==> config.mk <==
export PLATFORM = sky130hd
export DESIGN_NAME = spi_flash_seq
export DESIGN_NICKNAME = d
export VERILOG_FILES = /design/src/rtl/spi_flash_seq.sv
export SDC_FILE = /design/constraint.sdc
export NUM_CORES = 1
export LEC_CHECK = 0
export ABC_CLOCK_PERIOD_IN_PS = 2300
export BUFFER_PORTS_ARGS = -buffer_cell sky130_fd_sc_hd__buf_2
export CAP_MARGIN = 20
export CORE_UTILIZATION = 51
export CTS_BUF_LIST = sky130_fd_sc_hd__clkbuf_8
export DETAILED_ROUTE_END_ITERATION = 10
export PLACE_DENSITY = 0.83
export SYNTH_ARGS = -nofsm -noshare
export SYNTH_HDL_FRONTEND = slang
export SYNTH_SLANG_ARGS = --single-unit
==> constraint.sdc <==
create_clock -name clk -period 2.3 [get_ports clk]
set_clock_uncertainty 0.1 [all_clocks]
set_input_delay 0.115 -clock clk [delete_from_list [all_inputs] [get_ports clk]]
set_output_delay 0.115 -clock clk [all_outputs]
set_load 0.01 [all_outputs]
==> src/rtl/spi_flash_seq.sv <==
// Flash-read sequencer sharing the spi master register port with the CPU.
// Owns the port for READ command + address, streams words out on valid/ready, then hands back.
module spi_flash_seq #(
   parameter logic [7:0]  CMD   = 8'h03,
   parameter int unsigned LEN_W = 16
) (
   input  logic             clk,
   input  logic             reset_n,
   input  logic             start,
   input  logic [23:0]      flash_addr,
   input  logic [LEN_W-1:0] len,
   input  logic             abort,
   output logic             busy,
   output logic             done,
   output logic [31:0]      out_data,
   output logic             out_valid,
   input  logic             out_ready,
   input  logic [3:0]       cpu_we,
   input  logic             cpu_rd,
   input  logic             cpu_select,
   input  logic [1:0]       cpu_addr,
   input  logic [31:0]      cpu_wdata,
   output logic [31:0]      cpu_rdata,
   output logic             cpu_wbusy,
   output logic             cpu_rbusy,
   output logic [3:0]       spi_we,
   output logic             spi_rd,
   output logic             spi_select,
   output logic [1:0]       spi_addr,
   output logic [31:0]      spi_wdata,
   input  logic [31:0]      spi_rdata,
   input  logic             spi_wbusy,
   input  logic             spi_rbusy
);

   typedef enum logic [3:0] {
      StIdle, StWaitCpu, StCtrl, StCmd, StDummy, StRead, StPush, StRelease, StDone
   } state_e;

   state_e           state_q, state_d;
   logic             busy_q, busy_d;
   logic             done_q, done_d;
   logic             owner_q, owner_d;
   logic [23:0]      addr_q, addr_d;
   logic [LEN_W-1:0] cnt_q, cnt_d;
   logic             abort_q, abort_d;
   logic             phase_q, phase_d;
   logic             hold_q, hold_d;
   logic [31:0]      out_data_q, out_data_d;
   logic             out_valid_q, out_valid_d;
   logic [3:0]       s_we_q, s_we_d;
   logic             s_rd_q, s_rd_d;
   logic             s_sel_q, s_sel_d;
   logic [1:0]       s_addr_q, s_addr_d;
   logic [31:0]      s_wdata_q, s_wdata_d;
   logic             complete;

   // A read access is complete once the strobe has been up for two cycles and the master is idle.
   assign complete = s_rd_q & hold_q & ~spi_rbusy;

   always_comb begin
      state_d     = state_q;
      busy_d      = busy_q;
      done_d      = 1'b0;
      owner_d     = owner_q;
      addr_d      = addr_q;
      cnt_d       = cnt_q;
      abort_d     = abort_q;
      phase_d     = phase_q;
      hold_d      = s_rd_q;
      out_data_d  = out_data_q;
      out_valid_d = out_valid_q;
      s_we_d      = s_we_q;
      s_rd_d      = s_rd_q;
      s_sel_d     = s_sel_q;
      s_addr_d    = s_addr_q;
      s_wdata_d   = s_wdata_q;
      unique case (state_q)
         StIdle: begin
            if (start) begin
               addr_d  = flash_addr;
               cnt_d   = len;
               busy_d  = 1'b1;
               state_d = StWaitCpu;
            end
         end
         StWaitCpu: begin
            if (!cpu_select) begin
               owner_d   = 1'b1;
               s_sel_d   = 1'b1;
               s_we_d    = 4'b1111;
               s_addr_d  = 2'd2;
               s_wdata_d = 32'h0101_0003;
               state_d   = StCtrl;
            end
         end
         StCtrl: begin
            s_addr_d  = 2'd1;
            s_wdata_d = {CMD, addr_q};
            state_d   = StCmd;
         end
         StCmd: begin
            s_we_d    = 4'b0000;
            s_rd_d    = 1'b1;
            s_addr_d  = 2'd0;
            s_wdata_d = 32'h0;
            state_d   = StDummy;
         end
         StDummy: begin
            if (complete) begin
               s_rd_d  = 1'b0;
               s_sel_d = 1'b0;
               phase_d = 1'b0;
               state_d = (cnt_q != '0 && !abort) ? StRead : StRelease;
            end
         end
         StRead: begin
            if (!phase_q) begin
               s_sel_d  = 1'b1;
               s_rd_d   = 1'b1;
               s_addr_d = 2'd0;
               phase_d  = 1'b1;
            end else if (complete) begin
               s_rd_d      = 1'b0;
               s_sel_d     = 1'b0;
               out_data_d  = spi_rdata;
               out_valid_d = 1'b1;
               abort_d     = abort;
               state_d     = StPush;
            end
         end
         StPush: begin
            if (out_ready) begin
               out_valid_d = 1'b0;
               cnt_d       = cnt_q - LEN_W'(1);
               phase_d     = 1'b0;
               state_d     = (cnt_q == LEN_W'(1) || abort_q) ? StRelease : StRead;
            end
         end
         StRelease: begin
            if (!phase_q) begin
               // Only the top byte is written, clearing ss_active and leaving the rest alone.
               s_sel_d   = 1'b1;
               s_we_d    = 4'b1000;
               s_addr_d  = 2'd2;
               s_wdata_d = 32'h0001_0003;
               phase_d   = 1'b1;
            end else begin
               s_sel_d = 1'b0;
               s_we_d  = 4'b0000;
               done_d  = 1'b1;
               state_d = StDone;
            end
         end
         StDone: begin
            owner_d = 1'b0;
            busy_d  = 1'b0;
            phase_d = 1'b0;
            abort_d = 1'b0;
            state_d = StIdle;
         end
         default: state_d = StIdle;
      endcase
   end

   always_ff @(posedge clk or negedge reset_n) begin
      if (!reset_n) begin
         state_q     <= StIdle;
         busy_q      <= 1'b0;
         done_q      <= 1'b0;
         owner_q     <= 1'b0;
         addr_q      <= 24'h0;
         cnt_q       <= '0;
         abort_q     <= 1'b0;
         phase_q     <= 1'b0;
         hold_q      <= 1'b0;
         out_data_q  <= 32'h0;
         out_valid_q <= 1'b0;
         s_we_q      <= 4'b0000;
         s_rd_q      <= 1'b0;
         s_sel_q     <= 1'b0;
         s_addr_q    <= 2'd0;
         s_wdata_q   <= 32'h0;
      end else begin
         state_q     <= state_d;
         busy_q      <= busy_d;
         done_q      <= done_d;
         owner_q     <= owner_d;
         addr_q      <= addr_d;
         cnt_q       <= cnt_d;
         abort_q     <= abort_d;
         phase_q     <= phase_d;
         hold_q      <= hold_d;
         out_data_q  <= out_data_d;
         out_valid_q <= out_valid_d;
         s_we_q      <= s_we_d;
         s_rd_q      <= s_rd_d;
         s_sel_q     <= s_sel_d;
         s_addr_q    <= s_addr_d;
         s_wdata_q   <= s_wdata_d;
      end
   end

   // Port mux: while the sequencer owns the port, CPU accesses see busy and never reach the master.
   always_comb begin
      if (owner_q) begin
         spi_we     = s_we_q;
         spi_rd     = s_rd_q;
         spi_select = s_sel_q;
         spi_addr   = s_addr_q;
         spi_wdata  = s_wdata_q;
         cpu_rdata  = 32'h0;
         cpu_wbusy  = cpu_select & (cpu_we != 4'b0000);
         cpu_rbusy  = cpu_select & cpu_rd;
      end else begin
         spi_we     = cpu_we;
         spi_rd     = cpu_rd;
         spi_select = cpu_select;
         spi_addr   = cpu_addr;
         spi_wdata  = cpu_wdata;
         cpu_rdata  = spi_rdata;
         cpu_wbusy  = spi_wbusy;
         cpu_rbusy  = spi_rbusy;
      end
   end

   assign busy      = busy_q;
   assign done      = done_q;
   assign out_data  = out_data_q;
   assign out_valid = out_valid_q;

endmodule

# [Word level (Yosys, flattened, before mapping)]
# Cells that the tools add are included.
# W data, S select, Z words.
[totals] word_cells=124 input_bits=119 register_bits=123 out_inout_bits=109
[op_classes] n_bitwise=5 n_mux=53 reduce_logical=31 n_eq_ne=18 addsub=1
[ops] operator="$mux W32" n=4
[ops] operator="$pmux W32 S4" n=1
[ops] operator="$mux W4" n=10
[ops] operator="$mux W16" n=2
[ops] operator="$pmux W16 S2" n=1
[ops] operator="$pmux W4 S8" n=1
[ops] operator="$mux W1" n=19
[ops] operator="$ne A2 B2 Y1 const B" n=9
[ops] operator="$eq A16 B1 Y1 const B" n=1
[ops] operator="$eq A4 B3 Y1 const B" n=4
[ops] operator="$reduce_bool A16 Y1" n=1
[ops] operator="$reduce_bool A4 Y1" n=4
[ops] operator="$sub A16 B1 Y16 const B" n=1
[ops] operator="$reduce_and A3 Y1" n=5
[ops] operator="$mux W2" n=6
[ops] operator="$pmux W4 S3" n=1
[ops] operator="$pmux W2 S5" n=1
[ops] operator="$reduce_and A2 Y1" n=5
[ops] operator="$reduce_bool A2 Y1" n=5
[ops] operator="$eq A4 B2 Y1 const B" n=2
[ops] operator="$pmux W1 S2" n=4
[ops] operator="$pmux W1 S4" n=2
[ops] operator="$reduce_and A4 Y1" n=2
[ops] operator="$reduce_and A7 Y1" n=1
[ops] operator="other kinds (12)" n=16

# [Depth between registers and ports, before layout]
[depth] ltp_word=5 depth_mapped=7

# [Worst setup path before layout]
# No wires, ideal clock.
[synth_path] path_type="reg-to-reg" from="register cnt_q[4]" to="register cnt_q[9]" synth_period_minus_slack_ns=1.984 required_time_ns=2.063 arrival_time_ns=1.746 stages_incl_launch_ff=6 n_path_buf=1 slack_ns=0.316 path_cell_list="dfrtp_1 -> or4_1 -> buf_2 -> or3_4 -> o32ai_2 -> a21oi_1"
[synth_between] elab_chain_cells=3
[synth_rtl] item="from (decl)" line="45" text="logic [LEN_W-1:0] cnt_q, cnt_d;"
[synth_rtl] item="from (signal assigned)" line="190" text="cnt_q <= cnt_d;"
[synth_rtl] item="$sub A16 B1 Y16" line="135" text="cnt_d = cnt_q - LEN_W'(1);"
[synth_rtl] item="$mux W16" line="133" text="if (out_ready) begin"
[synth_rtl] item="$pmux W16 S2" line="78" text="unique case (state_q)"
# Every way passes these cells. The select of a mux whose other input is x is not followed.
# A chain may end at the register's enable or synchronous reset.

# [Worst setup path in the final report]
[layout_path] from="register cnt_q[4]" to="register cnt_q[11]"
# Same word-level chain as after synthesis.

==> summary.md <==
| Metric | Value |
|---|---|
| Status | complete, no violations |
| Nets | between 900 and 1k |
| Kind of cell adding the most delay to the critical path | simple AND/OR/NAND/NOR gates |
| Drt drc | 0 |
| WL final | 16.5 mm |
| Slew Limit Fails | 0 |
| CTS tree | done |
| CTS max path bufs | 2 |
| Die height | ~110 um |
| Leading area contributor after synthesis | dfrtp_1 |
| Post-cts resize count | 0 |
| Hold crit path type | primary input to register |
| Area of the mapped netlist | ~5800 um2 |
| Worst-Margin Slew | around 0.57 ns |
| VDD IR max | approximately 0.00067 V |
| Upper clock frequency limit | just under 500 MHz |
| Initial antenna violation count | 0 |
| Vias/cell | around 5.6 |
| Syn_nets | between 600 and 700 |
| Rows | 38 |
| WP buf/inv | 0 |
| Netlist cell types | 57 |
| Placer Congestion | roughly 0.91 |
| Setup TNS | 0 ns |
| Maxcap violations | 0 |
| CTS sink cnt | about 120 |
| H-tree Lvls | 4 |
| Top-area cell type share of the netlist area | between 40% and 50% |
| IO Port Bufs | ~230 |
| Final HPWL from detailed placement | between 10 and 15 mm |
| # diodes | 0 |
| Antenna-violating nets left | 0 |
| Slowest CP cell | or4_1 |
| Finished Core Util | between 70% and 80% |
| Initial Utilization | 52.7% |
| Clock slew at reported path FFs | 0.08 ns |
| First-pass GRT wire length | 25.9 mm |
| Rel. slew slack | between 60% and 70% |
| Leakage | between 4 and 5 nW |
| GRT Residual Overflow | 0 |
| Commonest non-fill, non-tap cells in the layout | buf_2, dfrtp_1, dlygate4sd3_1 |
| Chip width | 108 um |
| Worst path cell trace | or4_1, or3_4, nor4_1, o221ai_1 |
| Die ar. | approximately 12000 um2 |
| Root Driver | clkbuf_8 |
| Most common cell after layout, fill and taps aside | buf_2 |
| Critical Path Sink Type | register |
| Ys flop type | dfrtp_1 |
| Pre-CTS setup slack | between 0.2 and 0.3 ns |
| Worst Path Required | between 2 and 2.5 ns |
| DRT Pass-1 Iters | 4 |
| Average routed wire per standard cell | between 15 and 20 um |
| Crit path largest cell delay | 0.57 ns |
| I/O pin count | 228 |
| Vias in the first global route | 5358 |
| Dominant cells by area after synthesis | dfrtp_1, mux2_1, mux2_2 |
| Setup ws final | ~0.22 ns |
| Register area share after synthesis | around 50% |
| Vias | ~5.4k |
| Post-Synthesis Cells | approximately 520 |
| Setup CP Type | register to register |
| Post-synth EDFFs | 0 |
| RSZ-0062 raised after global routing | no |
| CP startpoint kind | register |
| Critical Path AT | 2.27 ns |
| Largest net degree at the start of global routing | 73 |
| Worst Path Max Fanout | 7 |
| GRT Util Overall | 29.0% |
| Clock Latency Late Sink | between 0.4 and 0.5 ns |
| Async S/R FF share, synth | between 90% and 100% |
| Final Cycle Share | ~90% |
| Syn-to-layout area delta | 42.9% |
| Synthesis Warnings | 0 |
| Min Tclk post-route | between 2 and 2.5 ns |
| Setup-failing EPs final | 0 |
| Yosys reg bits | roughly 120 |
| Num CTS Buffers | 17 |
| Avg Cell Area, Syn | ~11 um2 |
| Pwr/cell area | between 1000 and 1500 nW/um2 |
| DRT iter0 DRCs | approximately 240 |
| Final hold vios | 0 |
| Share of layout cells above drive strength 1 | ~40% |
| Core footprint | between 10000 and 15000 um2 |
[flip-flops by register name, summed over array words and instances, names as in the netlist]
register / count
addr_q: 24
hold_d: 1
done: 1
hold_q: 1
s_wdata_q: 26
phase_q: 1
out_valid: 1
cnt_q: 16
s_sel_q: 1
busy: 1
s_addr_q: 2
owner_q: 1
s_we_q: 2
out_data: 32
state_q: 4
abort_q: 1
[per-stage QoR]
step	total power [mW]	cells	hold WS, ns	area (um2)
2_1_floorplan	6.25	524	-0.281	5760
3_3_place_gp	7.59	874	0.0455	7100
3_5_place_dp	7.80	874	0.0462	7100
4_1_cts	9.72	980	0.0237	8230
5_1_grt	10.4	980	0.0301	8230
6_report	9.78	980	0.0520	8230
[report_power, final]
group / switching (mW) / total (mW) / internal, mW / leakage [nW]
Combinational: 2.23 / 4.29 / 2.07 / 2.51
Sequential: 0.702 / 3.66 / 2.96 / 1.41
Clock: 0.936 / 1.82 / 0.882 / 0.186
Total: 3.87 / 9.78 / 5.91 / 4.11
[area by class of cell]
class | instances | area [um2]
sequential | 115 | 2880
fill | 710 | 2710
multi-input combinational | 352 | 2660
timing repair buffer | 321 | 2050
clock buffer | 17 | 234
tap | 140 | 175
clock inverter | 15 | 148
inverter | 20 | 75.1
[logic make-up (layout without fill, tap and decap cells)]
family / after synthesis / count (layout) / share of synthesized area (%)
fa+ha+maj: 3 / 3 / 0.652
compound gates: 120 / 120 / 14.2
flops: 115 / 115 / 50.0
simple gates: 139 / 139 / 13.8
mux: 90 / 90 / 17.6
buf+inv: 57 / 373 / 3.80
[Yosys cell counts (all sizes together), types with 5 or more instances]
| master | number |
|---|---|
| a21oi | 31 |
| a22o | 22 |
| a2bb2oi | 6 |
| buf | 9 |
| clkbuf | 28 |
| dfrtp | 115 |
| inv | 20 |
| mux2 | 88 |
| nand2 | 23 |
| nand2b | 6 |
| nand3 | 11 |
| nor2 | 21 |
| nor2b | 43 |
| nor4 | 8 |
| o21ai | 29 |
| o22ai | 5 |
[worst min-delay path: stages]
cell and delay (ns):
buf_2 0.09, or3_1 0.12, o211a_1 0.15, a211oi_2 0.06
[what timing repair did]
action                                  CTS  global route
buffers inserted                          0             0
endpoints found under the hold margin   114             0
endpoints found under the setup margin    0             0
hold buffers                             74             0
[final timing paths]
path                            slack [ns]      start             to  depth (start not counted)
worst max-delay path                  0.22   cnt_q[4]      cnt_q[11]                          4
worst min-delay path                  0.05  out_ready     state_q[1]                          4
worst max register to register        0.22   cnt_q[4]      cnt_q[11]                          4
worst min register to register        0.38     hold_d         hold_q                          0
max in group asynchronous             1.26    reset_n  s_wdata_q[18]                          3
min in group asynchronous             0.11    reset_n      s_we_q[2]                          2
[routing by layer]
metal	vias to the layer above	share of wire (%)	routed length, um	global-route usage, %
li1	2505	-	-	-
met5	-	0	0	0
met2	268	51	8430	50.2
met4	0	2.6	434	13.3
met3	46	6.8	1120	7.35
met1	2625	40	6560	33.7
Power figures use the tool's default switching activity.
